`src/rtl/alu_pkg.sv`:
```
// Shared op and state encodings for the lockstep ALU pair.
package alu_pkg;

    typedef enum logic [1:0] {
        ALU_ADD = 2'b00,
        ALU_SUB = 2'b01,
        ALU_AND = 2'b10,
        ALU_OR  = 2'b11
    } alu_op_e;

    typedef enum logic [1:0] {
        ST_OK       = 2'b00,
        ST_DEGRADED = 2'b01,
        ST_FAULT    = 2'b10
    } state_e;

    // Wide enough for any threshold up to 255.
    localparam int unsigned CONSEC_W = 8;

endpackage

```
`src/rtl/alu_lockstep_pair_alu_core.sv`:
```
// Combinational WIDTH-bit ALU: ADD/SUB with carry/borrow, AND/OR with carry 0.
module alu_core
    import alu_pkg::*;
#(
    parameter int unsigned WIDTH = 4
) (
    input  logic [WIDTH-1:0] a_i,
    input  logic [WIDTH-1:0] b_i,
    input  alu_op_e          sel_i,
    output logic [WIDTH-1:0] result_c_o,
    output logic             carry_c_o
);

    logic [WIDTH:0] sum_c;

    // Borrow of A-B appears in the extra top bit when A < B.
    always_comb begin
        sum_c      = '0;
        result_c_o = '0;
        carry_c_o  = 1'b0;
        case (sel_i)
            ALU_ADD: begin
                sum_c      = {1'b0, a_i} + {1'b0, b_i};
                result_c_o = sum_c[WIDTH-1:0];
                carry_c_o  = sum_c[WIDTH];
            end
            ALU_SUB: begin
                sum_c      = {1'b0, a_i} - {1'b0, b_i};
                result_c_o = sum_c[WIDTH-1:0];
                carry_c_o  = sum_c[WIDTH];
            end
            ALU_AND: result_c_o = a_i & b_i;
            ALU_OR:  result_c_o = a_i | b_i;
            default: result_c_o = '0;
        endcase
    end

endmodule

```
`src/rtl/alu_lockstep_pair.sv`:
```
// Dual ALU in a 2-stage pipeline with lockstep compare, saturating error
// counter and a consecutive-mismatch OK/DEGRADED/FAULT state machine.
module alu_lockstep_pair
    import alu_pkg::*;
#(
    parameter int unsigned WIDTH        = 4,
    parameter int unsigned CNT_W        = 8,
    parameter int unsigned FAULT_THRESH = 3
) (
    input  logic             wb_clk_i,
    input  logic             wb_rst_i,
    input  logic             in_valid,
    input  logic             lockstep,
    input  logic [WIDTH-1:0] a0,
    input  logic [WIDTH-1:0] b0,
    input  logic [WIDTH-1:0] a1,
    input  logic [WIDTH-1:0] b1,
    input  logic [1:0]       sel1,
    input  logic [1:0]       sel2,
    input  logic [WIDTH-1:0] fault_inj,
    input  logic             clr_err,
    output logic             out_valid,
    output logic [WIDTH-1:0] alu_out1,
    output logic [WIDTH-1:0] alu_out2,
    output logic             carry1,
    output logic             carry2,
    output logic [WIDTH-1:0] diff_x,
    output logic             diff_y,
    output logic             mismatch,
    output logic [CNT_W-1:0] err_cnt,
    output logic             fault
);

    localparam logic [CONSEC_W:0]   THRESH_EXT = (CONSEC_W+1)'(FAULT_THRESH);
    localparam logic [CONSEC_W-1:0] THRESH_SAT = CONSEC_W'(FAULT_THRESH);

    logic [WIDTH-1:0] a2_c, b2_c, res1_c, res2_c;
    alu_op_e          op2_c;
    logic             c1_c, c2_c;

    // In lockstep ALU2 mirrors ALU1's operands and op.
    assign a2_c  = lockstep ? a0 : a1;
    assign b2_c  = lockstep ? b0 : b1;
    assign op2_c = lockstep ? alu_op_e'(sel1) : alu_op_e'(sel2);

    alu_core #(.WIDTH(WIDTH)) u_alu1 (
        .a_i        (a0),
        .b_i        (b0),
        .sel_i      (alu_op_e'(sel1)),
        .result_c_o (res1_c),
        .carry_c_o  (c1_c)
    );

    alu_core #(.WIDTH(WIDTH)) u_alu2 (
        .a_i        (a2_c),
        .b_i        (b2_c),
        .sel_i      (op2_c),
        .result_c_o (res2_c),
        .carry_c_o  (c2_c)
    );

    logic             v_s1_q, ls_s1_q, c1_s1_q, c2_s1_q;
    logic [WIDTH-1:0] r1_s1_q, r2_s1_q;

    // Stage 1: injection flips ALU2's result bits only, never its carry.
    always_ff @(posedge wb_clk_i) begin
        if (wb_rst_i) begin
            v_s1_q  <= 1'b0;
            ls_s1_q <= 1'b0;
            r1_s1_q <= '0;
            r2_s1_q <= '0;
            c1_s1_q <= 1'b0;
            c2_s1_q <= 1'b0;
        end else begin
            v_s1_q <= in_valid;
            if (in_valid) begin
                ls_s1_q <= lockstep;
                r1_s1_q <= res1_c;
                r2_s1_q <= res2_c ^ fault_inj;
                c1_s1_q <= c1_c;
                c2_s1_q <= c2_c;
            end
        end
    end

    logic [WIDTH-1:0] diff_x_c;
    logic             diff_y_c, cmp_beat_c, mm_c;

    assign diff_x_c   = r1_s1_q ^ r2_s1_q;
    assign diff_y_c   = c1_s1_q ^ c2_s1_q;
    assign cmp_beat_c = v_s1_q & ls_s1_q;
    assign mm_c       = cmp_beat_c & ((|diff_x_c) | diff_y_c);

    state_e              state_q, state_d;
    logic [CNT_W-1:0]    err_cnt_q, err_cnt_d;
    logic [CONSEC_W-1:0] consec_q, consec_d;
    logic [CONSEC_W:0]   consec_inc_c;
    logic                hit_thresh_c;

    assign consec_inc_c = {1'b0, consec_q} + (CONSEC_W+1)'(1);
    assign hit_thresh_c = consec_inc_c >= THRESH_EXT;

    // Next-state: clear has priority over a coinciding compared beat.
    always_comb begin
        state_d   = state_q;
        err_cnt_d = err_cnt_q;
        consec_d  = consec_q;
        if (clr_err) begin
            state_d   = ST_OK;
            err_cnt_d = '0;
            consec_d  = '0;
        end else if (cmp_beat_c) begin
            if (mm_c) begin
                if (err_cnt_q != {CNT_W{1'b1}}) begin
                    err_cnt_d = err_cnt_q + CNT_W'(1);
                end
                consec_d = hit_thresh_c ? THRESH_SAT : consec_inc_c[CONSEC_W-1:0];
                if (state_q != ST_FAULT) begin
                    state_d = hit_thresh_c ? ST_FAULT : ST_DEGRADED;
                end
            end else begin
                consec_d = '0;
                if (state_q == ST_DEGRADED) begin
                    state_d = ST_OK;
                end
            end
        end
    end

    always_ff @(posedge wb_clk_i) begin
        if (wb_rst_i) begin
            state_q   <= ST_OK;
            err_cnt_q <= '0;
            consec_q  <= '0;
            fault     <= 1'b0;
        end else begin
            state_q   <= state_d;
            err_cnt_q <= err_cnt_d;
            consec_q  <= consec_d;
            fault     <= (state_d == ST_FAULT);
        end
    end

    assign err_cnt = err_cnt_q;

    // Stage 2: data outputs hold across bubbles; mismatch only on valid beats.
    always_ff @(posedge wb_clk_i) begin
        if (wb_rst_i) begin
            out_valid <= 1'b0;
            alu_out1  <= '0;
            alu_out2  <= '0;
            carry1    <= 1'b0;
            carry2    <= 1'b0;
            diff_x    <= '0;
            diff_y    <= 1'b0;
            mismatch  <= 1'b0;
        end else begin
            out_valid <= v_s1_q;
            mismatch  <= mm_c;
            if (v_s1_q) begin
                alu_out1 <= r1_s1_q;
                alu_out2 <= r2_s1_q;
                carry1   <= c1_s1_q;
                carry2   <= c2_s1_q;
                diff_x   <= diff_x_c;
                diff_y   <= diff_y_c;
            end
        end
    end

endmodule

```
`config.mk`:
```
export PLATFORM = sky130hd
export DESIGN_NAME = alu_lockstep_pair
export DESIGN_NICKNAME = d
export VERILOG_FILES = /design/src/rtl/alu_pkg.sv /design/src/rtl/alu_lockstep_pair_alu_core.sv /design/src/rtl/alu_lockstep_pair.sv
export SDC_FILE = /design/constraint.sdc
export NUM_CORES = 1
export LEC_CHECK = 0
export BUFFER_PORTS_ARGS = -buffer_cell sky130_fd_sc_hd__buf_4
export CAP_MARGIN = 20
export CORE_MARGIN = 2
export CORE_UTILIZATION = 56
export DETAILED_ROUTE_END_ITERATION = 6
export GPL_ROUTABILITY_DRIVEN = 0
export GPL_TIMING_DRIVEN = 0
export PLACE_DENSITY = 0.89
export SLEW_MARGIN = 20
export SYNTH_ARGS = -nofsm -noshare
export SYNTH_HDL_FRONTEND = slang
export SYNTH_SLANG_ARGS = --single-unit
```
`constraint.sdc`:
```
create_clock -name wb_clk_i -period 2.9 [get_ports wb_clk_i]
set_input_delay 0.145 -clock wb_clk_i [delete_from_list [all_inputs] [get_ports wb_clk_i]]
set_output_delay 0.145 -clock wb_clk_i [all_outputs]
set_load 0.02 [all_outputs]
```
==> reports/metrics.cfg <==
[timing]
period_share_pct = 73.4
fmax_mhz = 470
relSlewSlack_pct = 49.8
skew_ns = 0.00285
finalCriticalPeriod_ns = 2.13
finalSetupTns_ns = 0
drv_slew = 0
tightest_slew_ns = 0.748
rsz0062_at_grt = false
hold_viol_final = 0
final-setup-viol-count = 0

[worst_setup_path]
critPathRequiredTime_ns = 3.11
arrival_ns = 2.34
r2r_slack_ns = 0.88
path_max_fanout = 10
critPathMaxStageDelay_ns = 0.49
crit_chain = buf_4 > buf_6 > mux2i_1 > inv_1 > ha_1 > fa_1 > nand2_1 > and3_1 > or3_1 > a311oi_1
setup.worst_path.end_class = flip-flop
rr_startpoint = err_cnt[0]$_SDFFE_PP0P_
r2r-end = err_cnt[2]$_SDFFE_PP0P_
startpoint_type = input port
ff2ff_path_depth = 6
crit_type = input port to flip-flop
crit_slowest_cell = fa_1

[grt]
grt_pass1_wl_um = 11200
grt_pass1_vias = 2471
antenna_found_initial = 0
grt_max_degree = 14
overflow = 0
gr-usage-all-layers_pct = 23.2

[placement]
place_hpwl_um = 5160
port_buffers = 53

[die]
dieArea_mm2 = 0.00579
start_util_pct = 57.3
dieHeight_um = 76.1
pin_count = 55
core-area_mm2 = 0.00507
num_rows = 26
die_w_um = 76.1

[logic_synthesis]
yosysWarnings = 0
ys_ff_latch = 48
yosysMostFrequentCell = dfxtp_1
syn_area_per_cell_um2 = 8.87
synthCells = 328
async_flop_share_pct = 0
syn-num-nets = 388
synthFlopType = dfxtp_1
yosys-top-cells-count = dfxtp_1 (48), nor2_1 (40), inv_1 (28), ha_1 (27), mux2i_1 (24)
synthTopCellsByArea = dfxtp_1 (33%), ha_1 (12%), mux2i_1 (8.3%)
synth_area_mm2 = 0.00291
netlist.area_leader.share_pct = 33.0
synth_seq_area_share_pct = 33.0
synthDistinctLibCells = 53
synth_edf_count = 0
synth.largest_area_cell = dfxtp_1

[drt]
first_pass_iters = 4
drc = 0
via_per_inst = 5.53
wl_per_cell_um = 14.1
drt_iter0_drc = 74
routed-via-count = 2536
ant_nets = 0
routed_wl_um = 6470

[status]
outcome = finished, final reports clean

[power_and_ir_drop]
ir_drop_mv = 0.281
total_power_mw = 1.45
power.static_leakage_nw = 1.55
power_density_mw_per_mm2 = 415

[layout]
regArea_um2 = 961
antenna_cells = 0
nNetsFinal = 448
postLayoutCoreUtil_pct = 68.7
multi_input_area_mm2 = 0.00178
fillers = 429
area_growth_pct = 19.8
drive_gt1_share_pct = 18.8

[cts]
numCtsBuffers = 5
clk_pin_slew_ns = 0.08
cts_tree = done
cts_hold_buf = 0
cts_htree_levels = 2
cts_setup_buffers = 0
cts.sinks = 48
root_buffer = clkbuf_8
ctsResizeCount = 0
clockBufferDepth = 2
insertion_delay_ns = 0.30

[min_path]
hold_path_depth = 3
hold_class = input port to flip-flop
worstHoldEndpoint = r2_s1_q[1]$_SDFFE_PP0P_
holdCritStartpoint = fault_inj[1]

[run]
cap_violations = 0

## layout make-up
class | instances | share of cell area, %
Buffer | 14 | 1.83
Clock buffer | 8 | 2.58
Timing Repair Buffer | 53 | 11.4
Inverter | 28 | 3.02
Sequential cell | 48 | 27.6
Multi-Input combinational cell | 238 | 51.1
Tap cell | 70 | 2.51
## metrics by stage
step	instances	setup WS, ns	hold WS, ns	cell area (um^2)
5_1_grt	459	0.606	0.163	3490
2_1_floorplan	328	0.747	0.325	2910
3_5_place_dp	451	0.471	0.459	3400
6_report	459	0.772	0.146	3490
4_1_cts	459	0.784	0.134	3490
3_3_place_gp	451	0.508	0.457	3400
## metal layers
metal  track usage [%]  wire length [um]
met1              28.8              2870
met2              40.9              3230
met3              4.15               320
met4              7.27                52
met5                 0                 0
## worst max-delay path: cells and delay by family
kind                     cells  cell delay (ns)
adder cells (fa/ha/maj)      2             0.74
multiplexers                 1             0.32
buffers and inverters        3             0.36
AND/OR/NAND/NOR              3             0.53
AO/OA/AOI/OAI                1             0.25
## how the worst max path moves through the flow
stage	from	endpoint	slack (ns)	cells past startpoint
after floorplan	lockstep	r2_s1_q[1]$_SDFFE_PP0P_	0.75	9
after CTS	lockstep	r2_s1_q[1]$_SDFFE_PP0P_	0.78	10
after global routing	lockstep	r2_s1_q[1]$_SDFFE_PP0P_	0.61	10
after detailed placement	lockstep	r2_s1_q[1]$_SDFFE_PP0P_	0.47	10
final	lockstep	r2_s1_q[1]$_SDFFE_PP0P_	0.77	10
after global placement	lockstep	r2_s1_q[1]$_SDFFE_PP0P_	0.51	10
## flip-flops by register name (all words and copies together) (netlist names), 2 cells and up
name,cells
err_cnt,8
r1_s1_q,4
diff_x,4
alu_out2,4
r2_s1_q,4
alu_out1,4
state_q,2
consec_q,8
## power breakdown
| part | total, mW | switching, mW | leakage [nW] | internal, mW |
|---|---|---|---|---|
| Clock | 0.401 | 0.206 | 0.0455 | 0.195 |
| Combinational | 0.340 | 0.187 | 1.11 | 0.153 |
| Sequential | 0.705 | 0.0211 | 0.391 | 0.684 |
## cell families after synthesis
family	after synthesis	synth area share [%]
and+or+nand+nor	99	16.7
adders and majority gates	31	14.4
xor gates and xnor gates	11	3.31
DFF	48	33.0
muxes	27	9.89
buffers and inverters	42	5.80
AOI/OAI and AO/OA	70	16.9
## cells in the final DEF (no fill, tap or decap), types with 4 or more instances in the layout
cell       n
clkbuf_8   6
dfxtp_1   48
inv_1     28
clkbuf_1  10
nor2b_1    5
buf_1      4
or3_1      4
and3_1     8
a21oi_1   20
nor2_1    40
o21ai_0   13
buf_4     54
xnor2_1   11
nand2b_1   4
nand2_1   15
mux2i_1   24
ha_1      27
nand3_1    7
a211oi_1  12
fa_1       4
(Power assumes the default switching activity.)
